[src/rtl/hazard_ctrl_pkg.sv]
// hazard_ctrl_pkg
//   Shared types and constants for the pipeline hazard controller:
//   - hz_state_e : sequencing FSM states (RUN, DMEM_WAIT, IMEM_WAIT)
//   - FWD_*      : execute-stage ALU operand forward selects
package hazard_ctrl_pkg;

    typedef enum logic [1:0] {
        RUN       = 2'd0,
        DMEM_WAIT = 2'd1,
        IMEM_WAIT = 2'd2
    } hz_state_e;

    localparam logic [1:0] FWD_RF = 2'b00;  // operand from register file
    localparam logic [1:0] FWD_W  = 2'b01;  // operand from writeback result
    localparam logic [1:0] FWD_M  = 2'b10;  // operand from memory-stage ALU result

endpackage

[src/rtl/hazard_ctrl_fwd_unit.sv]
// fwd_unit
//   Forward select for one execute-stage source operand. Compares the
//   source register against the M and W write ports; the M stage holds the
//   younger result and wins when both match. x0 is never forwarded.
// Ports:
//   rs_i                      execute-stage source register
//   rd_m_i, regwrite_m_i      memory-stage write port
//   rd_w_i, regwrite_w_i      writeback-stage write port
//   fwd_o                     operand select (FWD_RF / FWD_W / FWD_M)
module fwd_unit
    import hazard_ctrl_pkg::*;
(
    input  logic [4:0] rs_i,
    input  logic [4:0] rd_m_i,
    input  logic [4:0] rd_w_i,
    input  logic       regwrite_m_i,
    input  logic       regwrite_w_i,
    output logic [1:0] fwd_o
);

    logic rs_nz;
    assign rs_nz = (rs_i != 5'd0);

    always_comb begin
        fwd_o = FWD_RF;
        if (rs_nz && regwrite_m_i && (rs_i == rd_m_i)) begin
            fwd_o = FWD_M;
        end else if (rs_nz && regwrite_w_i && (rs_i == rd_w_i)) begin
            fwd_o = FWD_W;
        end
    end

endmodule

[src/rtl/hazard_ctrl.sv]
// hazard_ctrl
//   Central hazard/sequencing controller for a 5-stage RV32I pipeline.
//   Produces zero-latency stall/flush controls for PC, F/D, D/E, E/M, M/W,
//   execute-stage forward selects, a memory-wait watchdog with a sticky
//   error flag, and saturating stall/flush event counters.
// Ports:
//   clk, rst_n                      clock, synchronous active-low reset
//   rs1_d, rs2_d                    decode-stage sources (load-use check)
//   rs1_e, rs2_e, rd_e, load_e      execute-stage operands / load flag
//   rd_m, regwrite_m, rd_w, regwrite_w  write ports used for forwarding
//   pcsrc_e                         taken branch/jump resolved in E
//   imem_ready, dmem_req_m, dmem_ready  memory handshakes
//   stall_*/flush_*                 pipeline register controls
//   forward_a_e, forward_b_e        ALU operand selects
//   stall_cnt, flush_cnt            saturating event counters
//   err_timeout                     sticky memory-wait timeout
module hazard_ctrl
    import hazard_ctrl_pkg::*;
#(
    parameter int CNT_W        = 32,
    parameter int WAIT_TIMEOUT = 255
) (
    input  logic             clk,
    input  logic             rst_n,
    input  logic [4:0]       rs1_d,
    input  logic [4:0]       rs2_d,
    input  logic [4:0]       rs1_e,
    input  logic [4:0]       rs2_e,
    input  logic [4:0]       rd_e,
    input  logic [4:0]       rd_m,
    input  logic [4:0]       rd_w,
    input  logic             regwrite_m,
    input  logic             regwrite_w,
    input  logic             load_e,
    input  logic             pcsrc_e,
    input  logic             imem_ready,
    input  logic             dmem_req_m,
    input  logic             dmem_ready,
    output logic             stall_f,
    output logic             stall_d,
    output logic             flush_d,
    output logic             stall_e,
    output logic             flush_e,
    output logic             stall_m,
    output logic             flush_w,
    output logic [1:0]       forward_a_e,
    output logic [1:0]       forward_b_e,
    output logic [CNT_W-1:0] stall_cnt,
    output logic [CNT_W-1:0] flush_cnt,
    output logic             err_timeout
);

    localparam int              WC_W = $clog2(WAIT_TIMEOUT + 1);
    localparam logic [WC_W-1:0] WT   = WC_W'(WAIT_TIMEOUT);

    hz_state_e        state_q, state_d;
    logic [WC_W-1:0]  wait_ctr_q, wait_ctr_d;
    logic [CNT_W-1:0] stall_cnt_q, stall_cnt_d;
    logic [CNT_W-1:0] flush_cnt_q, flush_cnt_d;
    logic             err_q, err_d;

    logic dstall, branch, lu, istall;
    logic [1:0] fwd_a, fwd_b;

    // ---------------- forwarding ----------------
    fwd_unit u_fwd_a (
        .rs_i         (rs1_e),
        .rd_m_i       (rd_m),
        .rd_w_i       (rd_w),
        .regwrite_m_i (regwrite_m),
        .regwrite_w_i (regwrite_w),
        .fwd_o        (fwd_a)
    );

    fwd_unit u_fwd_b (
        .rs_i         (rs2_e),
        .rd_m_i       (rd_m),
        .rd_w_i       (rd_w),
        .regwrite_m_i (regwrite_m),
        .regwrite_w_i (regwrite_w),
        .fwd_o        (fwd_b)
    );

    assign forward_a_e = rst_n ? fwd_a : FWD_RF;
    assign forward_b_e = rst_n ? fwd_b : FWD_RF;

    // ---------------- hazard events ----------------
    assign dstall = dmem_req_m & ~dmem_ready;
    assign branch = pcsrc_e;
    assign lu     = load_e & (rd_e != 5'd0) & ((rd_e == rs1_d) | (rd_e == rs2_d));
    assign istall = ~imem_ready;

    // Priority chain. A data stall freezes everything up to M (including a
    // resolved branch in E, which is acted on once the stall lifts) and
    // drains M/W with a bubble. A branch overrides load-use and fetch
    // stalls because the instructions behind it are being squashed anyway.
    always_comb begin
        stall_f = 1'b0;
        stall_d = 1'b0;
        flush_d = 1'b0;
        stall_e = 1'b0;
        flush_e = 1'b0;
        stall_m = 1'b0;
        flush_w = 1'b0;
        if (rst_n) begin
            if (dstall) begin
                stall_f = 1'b1;
                stall_d = 1'b1;
                stall_e = 1'b1;
                stall_m = 1'b1;
                flush_w = 1'b1;
            end else if (branch) begin
                flush_d = 1'b1;
                flush_e = 1'b1;
            end else if (lu) begin
                stall_f = 1'b1;
                stall_d = 1'b1;
                flush_e = 1'b1;
            end else if (istall) begin
                stall_f = 1'b1;
                flush_d = 1'b1;
            end
        end
    end

    // ---------------- sequencing FSM / watchdog ----------------
    always_comb begin
        state_d    = RUN;
        wait_ctr_d = '0;
        err_d      = err_q;

        if (dstall) begin
            state_d = DMEM_WAIT;
        end else if (istall && !branch) begin
            state_d = IMEM_WAIT;
        end

        // Counter is zero whenever state_q is RUN, so entering a wait
        // episode starts the count at one.
        if (state_d != RUN) begin
            if (state_q == RUN) begin
                wait_ctr_d = WC_W'(1);
            end else if (wait_ctr_q < WT) begin
                wait_ctr_d = wait_ctr_q + WC_W'(1);
            end else begin
                wait_ctr_d = wait_ctr_q;
            end
            if (wait_ctr_d >= WT) begin
                err_d = 1'b1;
            end
        end
    end

    // ---------------- performance counters ----------------
    always_comb begin
        stall_cnt_d = stall_cnt_q;
        flush_cnt_d = flush_cnt_q;
        if ((stall_f | stall_d) && !(&stall_cnt_q)) begin
            stall_cnt_d = stall_cnt_q + CNT_W'(1);
        end
        if (branch && !dstall && !(&flush_cnt_q)) begin
            flush_cnt_d = flush_cnt_q + CNT_W'(1);
        end
    end

    always_ff @(posedge clk) begin
        if (!rst_n) begin
            state_q     <= RUN;
            wait_ctr_q  <= '0;
            stall_cnt_q <= '0;
            flush_cnt_q <= '0;
            err_q       <= 1'b0;
        end else begin
            state_q     <= state_d;
            wait_ctr_q  <= wait_ctr_d;
            stall_cnt_q <= stall_cnt_d;
            flush_cnt_q <= flush_cnt_d;
            err_q       <= err_d;
        end
    end

    assign stall_cnt   = stall_cnt_q;
    assign flush_cnt   = flush_cnt_q;
    assign err_timeout = err_q;

endmodule

[config.mk]
export PLATFORM = sky130hd
export DESIGN_NAME = hazard_ctrl
export DESIGN_NICKNAME = d
export VERILOG_FILES = /design/src/rtl/hazard_ctrl_pkg.sv /design/src/rtl/hazard_ctrl_fwd_unit.sv /design/src/rtl/hazard_ctrl.sv
export SDC_FILE = /design/constraint.sdc
export NUM_CORES = 1
export LEC_CHECK = 0
export CAP_MARGIN = 20
export CORE_MARGIN = 1.5
export CORE_UTILIZATION = 48
export DETAILED_ROUTE_END_ITERATION = 7
export PLACE_DENSITY = 0.81
export SETUP_SLACK_MARGIN = 0.4
export SYNTH_ARGS = -nofsm -noshare
export SYNTH_HDL_FRONTEND = slang
export SYNTH_SLANG_ARGS = --single-unit
[constraint.sdc]
create_clock -name clk -period 2.5 [get_ports clk]
set_input_delay 0.5 -clock clk [delete_from_list [all_inputs] [get_ports clk]]
set_output_delay 0.5 -clock clk [all_outputs]
set_load 0.005 [all_outputs]
==> flow_metrics.tcl <==
set metrics [dict create \
    status "finished clean" \
    min_path_cells 1 \
    postSynthCellCount 511 \
    viasPerCell 5.974 \
    grt_start_max_net_pins 34 \
    worst_slack_ns 0.2197 \
    timing.rr.start "flush_cnt[26]" \
    yosysUniqueCellTypes 52 \
    vias 4815 \
    clock_skew_ns 0.01039 \
    syn_area_mm2 0.004170 \
    htreeDepth 3 \
    port-buffer-count 119 \
    antenna_found_initial 1 \
    hold_path_class "reg2reg" \
    row_count 33 \
    period_share_pct 91.21 \
    die_y_um 96.21 \
    fmax_ghz 0.4385 \
    worstSetupPathType "in2out" \
    critPathBufInv 2 \
    ff2ff_path_depth 8 \
    cts_root_buf "clkbuf_8" \
    detail_route.first_pass.iterations 4 \
    rrSetupSlack_ns 0.26 \
    grt-busiest-layer "met2" \
    drive_above_1_share_pct 27.29 \
    clk_pin_slew_ns 0.08 \
    async_flop_share_pct 0 \
    grt_use_total_pct 28.61 \
    timing.final.setup_violations 0 \
    core-area_mm2 0.008299 \
    ys_seq_area_share_pct 36.00 \
    worst_ir_drop_vdd_mv 0.4067 \
    fin_setup_tns_ns 0 \
    io_pins 120 \
    nNetsFinal 742 \
    routed_wl_mm 14.52 \
    min_delay_worst_endpoint "err_timeout" \
    grt_pass1_wl_mm 20.82 \
    die_w_um 96.21 \
    avgSynthCellArea_um2 8.161 \
    drtIter0Drc 296 \
    synth_nets 558 \
    cpLargestDelayFamily "simple AND/OR/NAND/NOR gates" \
    cap_violations 0 \
    synth_edf_count 0 \
    leakage_nw 2.356 \
    die-area_mm2 0.009256 \
    path_cells "buf_6, or4_4, o21ai_4, nand2b_4, nand2b_1, a21oi_1, buf_2" \
    clkSinkCount 75 \
    power_density_mw_per_mm2 414.1 \
    grt_overflow 0 \
    cts_made_buffers 9 \
    syn2layout_area_growth_pct 55.78 \
    start_util_pct 50.25 \
    grt_pass1_vias 4609 \
    postRouteAntennaNets 0 \
    r2r_end "flush_cnt[18]" \
    dpl_worst_slack_ns -0.5552 \
    critical-path-slowest-cell "or4_4" \
    drv_slew 0 \
    post-route-drc-count 0 \
    path_max_fanout 3 \
    ys.flop_type "dfxtp_1" \
    max_stage_delay_ns 0.55 \
    ys_ff_latch 75 \
    hold_violations 0 \
    crit_required_ns 2.00 \
    final_util_pct 78.28 \
    cts_hold_buf 0 \
    period_needed_ns 2.280 \
    grt_util_met1_pct 32.30 \
    cts_max_path_buffers 2 \
    routedWlPerCell_um 18.01 \
    insertion_delay_ns 0.35 \
    rsz0062_at_grt "true" \
    cts_tree "done" \
    dpl.hpwl_mm 8.288 \
    fillers 537 \
    use_met3_pct 7.425 \
    met2_usage_pct 50.00 \
    min_from "err_timeout" \
    place_congestion 0.8448 \
    end_kind "output port" \
    critPathLaunchType "input pin" \
    max_slew.worst_pin.slew_ns 0.6365 \
    finalPower_mw 2.690 \
    arrival_ns 1.78 \
    slew_headroom_pct 57.21 \
    yosysWarnings 0 \
]
[cell families (layout without fill, tap and decap cells)]
group | after synthesis | count (layout) | synth area share (%)
compound gates | 84 | 85 | 12.03
xor+xnor | 61 | 61 | 12.81
mux | 5 | 5 | 1.200
fa+ha+maj | 3 | 3 | 0.9002
flops | 75 | 75 | 36.00
other cells | 0 | 1 | 0
simple gates | 251 | 251 | 32.73
buf+inv | 32 | 220 | 4.320
[per-layer routing]
layer / vias up / share of wire (%)
met4: 0 / 3.8
met5: - / 0
met1: 2294 / 38
li1: 2234 / -
met3: 46 / 7.3
met2: 241 / 51
[per-stage QoR]
step	hold WS, ns	cell area, um2	cells
after floorplan	0.4657	4193	511
after global placement	0.4538	5697	756
after detailed placement	0.4615	5697	756
after CTS	0.4803	6146	786
after global routing	0.4927	6496	806
final	0.4714	6496	806
[report_power, final]
group	switching [mW]	total (mW)	internal [mW]
logic	0.164	0.335	0.170
registers	0.0104	1.21	1.20
clock network	0.456	1.15	0.692
total	0.631	2.69	2.06
[cells in the mapped netlist, types with 2 or more instances]
cell type / number / area share [%]
o31ai_1: 11 / 2.0
and4_1: 4 / 0.84
buf_4: 3 / 0.54
ha_1: 3 / 0.90
nor3_1: 16 / 1.9
a21oi_1: 31 / 3.7
nor3b_1: 3 / 0.54
a211oi_1: 2 / 0.36
or4_1: 13 / 2.3
nand3_1: 30 / 3.6
mux2i_1: 5 / 1.2
buf_6: 5 / 1.4
nand2b_1: 8 / 1.2
xor2_1: 18 / 3.8
o211ai_1: 4 / 0.72
buf_2: 5 / 0.60
nor4_1: 12 / 1.8
a31oi_1: 3 / 0.45
o21ai_0: 24 / 2.9
nand4_1: 24 / 3.6
or3_1: 21 / 3.2
dfxtp_1: 75 / 36
nor3_2: 2 / 0.48
and3_1: 11 / 1.7
xnor2_1: 43 / 9.0
inv_1: 6 / 0.54
clkbuf_1: 9 / 0.81
nor2_1: 58 / 5.2
and2_1: 4 / 0.60
nand2_1: 35 / 3.2
nor4b_1: 2 / 0.42
[cell usage in the layout, fill, tap and decap left out, drive strengths merged, types with 3 or more instances in the layout]
| cell type | count |
|---|---|
| buf | 97 |
| dfxtp | 75 |
| clkdlybuf4s50 | 68 |
| nor2 | 58 |
| xnor2 | 43 |
| nand2 | 35 |
| a21oi | 31 |
| nand3 | 30 |
| o21ai | 27 |
| nand4 | 25 |
| dlygate4sd2 | 21 |
| or3 | 21 |
| xor2 | 18 |
| nor3 | 18 |
| clkbuf | 14 |
| nor4 | 14 |
| and3 | 13 |
| or4 | 13 |
| o31ai | 11 |
| nand2b | 8 |
| inv | 7 |
| clkdlybuf4s15 | 6 |
| mux2i | 5 |
| and4 | 5 |
| and2 | 4 |
| o211ai | 4 |
| a31oi | 3 |
| nor3b | 3 |
| bufinv | 3 |
| ha | 3 |
[final cells by class]
class                   instances  area [um2]  area share (%)
multi-input cells             405        2831           43.59
diodes                          1       2.502         0.03852
clock buffers                  12       145.1           2.234
well taps                     105       131.4           2.022
repair buffers                196        1720           26.48
clock inverters                 4       97.59           1.502
flip-flops and latches         75        1536           23.65
inverters                       8       31.28          0.4815
[registers in the layout, indices dropped and copies added, names as in the netlist]
| name | count |
|---|---|
| flush_cnt | 32 |
| stall_cnt | 32 |
| wait_ctr_q | 8 |
| state_q | 2 |
| err_timeout | 1 |
[timing repair]
action | CTS | global route
gates resized for setup | 160 | 65
gates cloned | 2 | 1
pin swaps | 43 | 34
setup buffers | 12 | 18
setup endpoints to repair | 72 | 65
[worst max path at each step]
stage                     startpoint             end  slack (ns)  cells after the start
after floorplan              rd_e[1]         stall_f        0.30                      7
after global placement       rd_e[1]         flush_d       -0.51                      7
after detailed placement    rs1_e[0]  forward_a_e[0]       -0.56                      6
after CTS                    rd_e[3]         flush_d        0.25                      7
after global routing         rd_e[3]         flush_d        0.16                      7
final                        rd_e[3]         flush_d        0.22                      7
No activity file was read; power rests on OpenSTA's default activity.
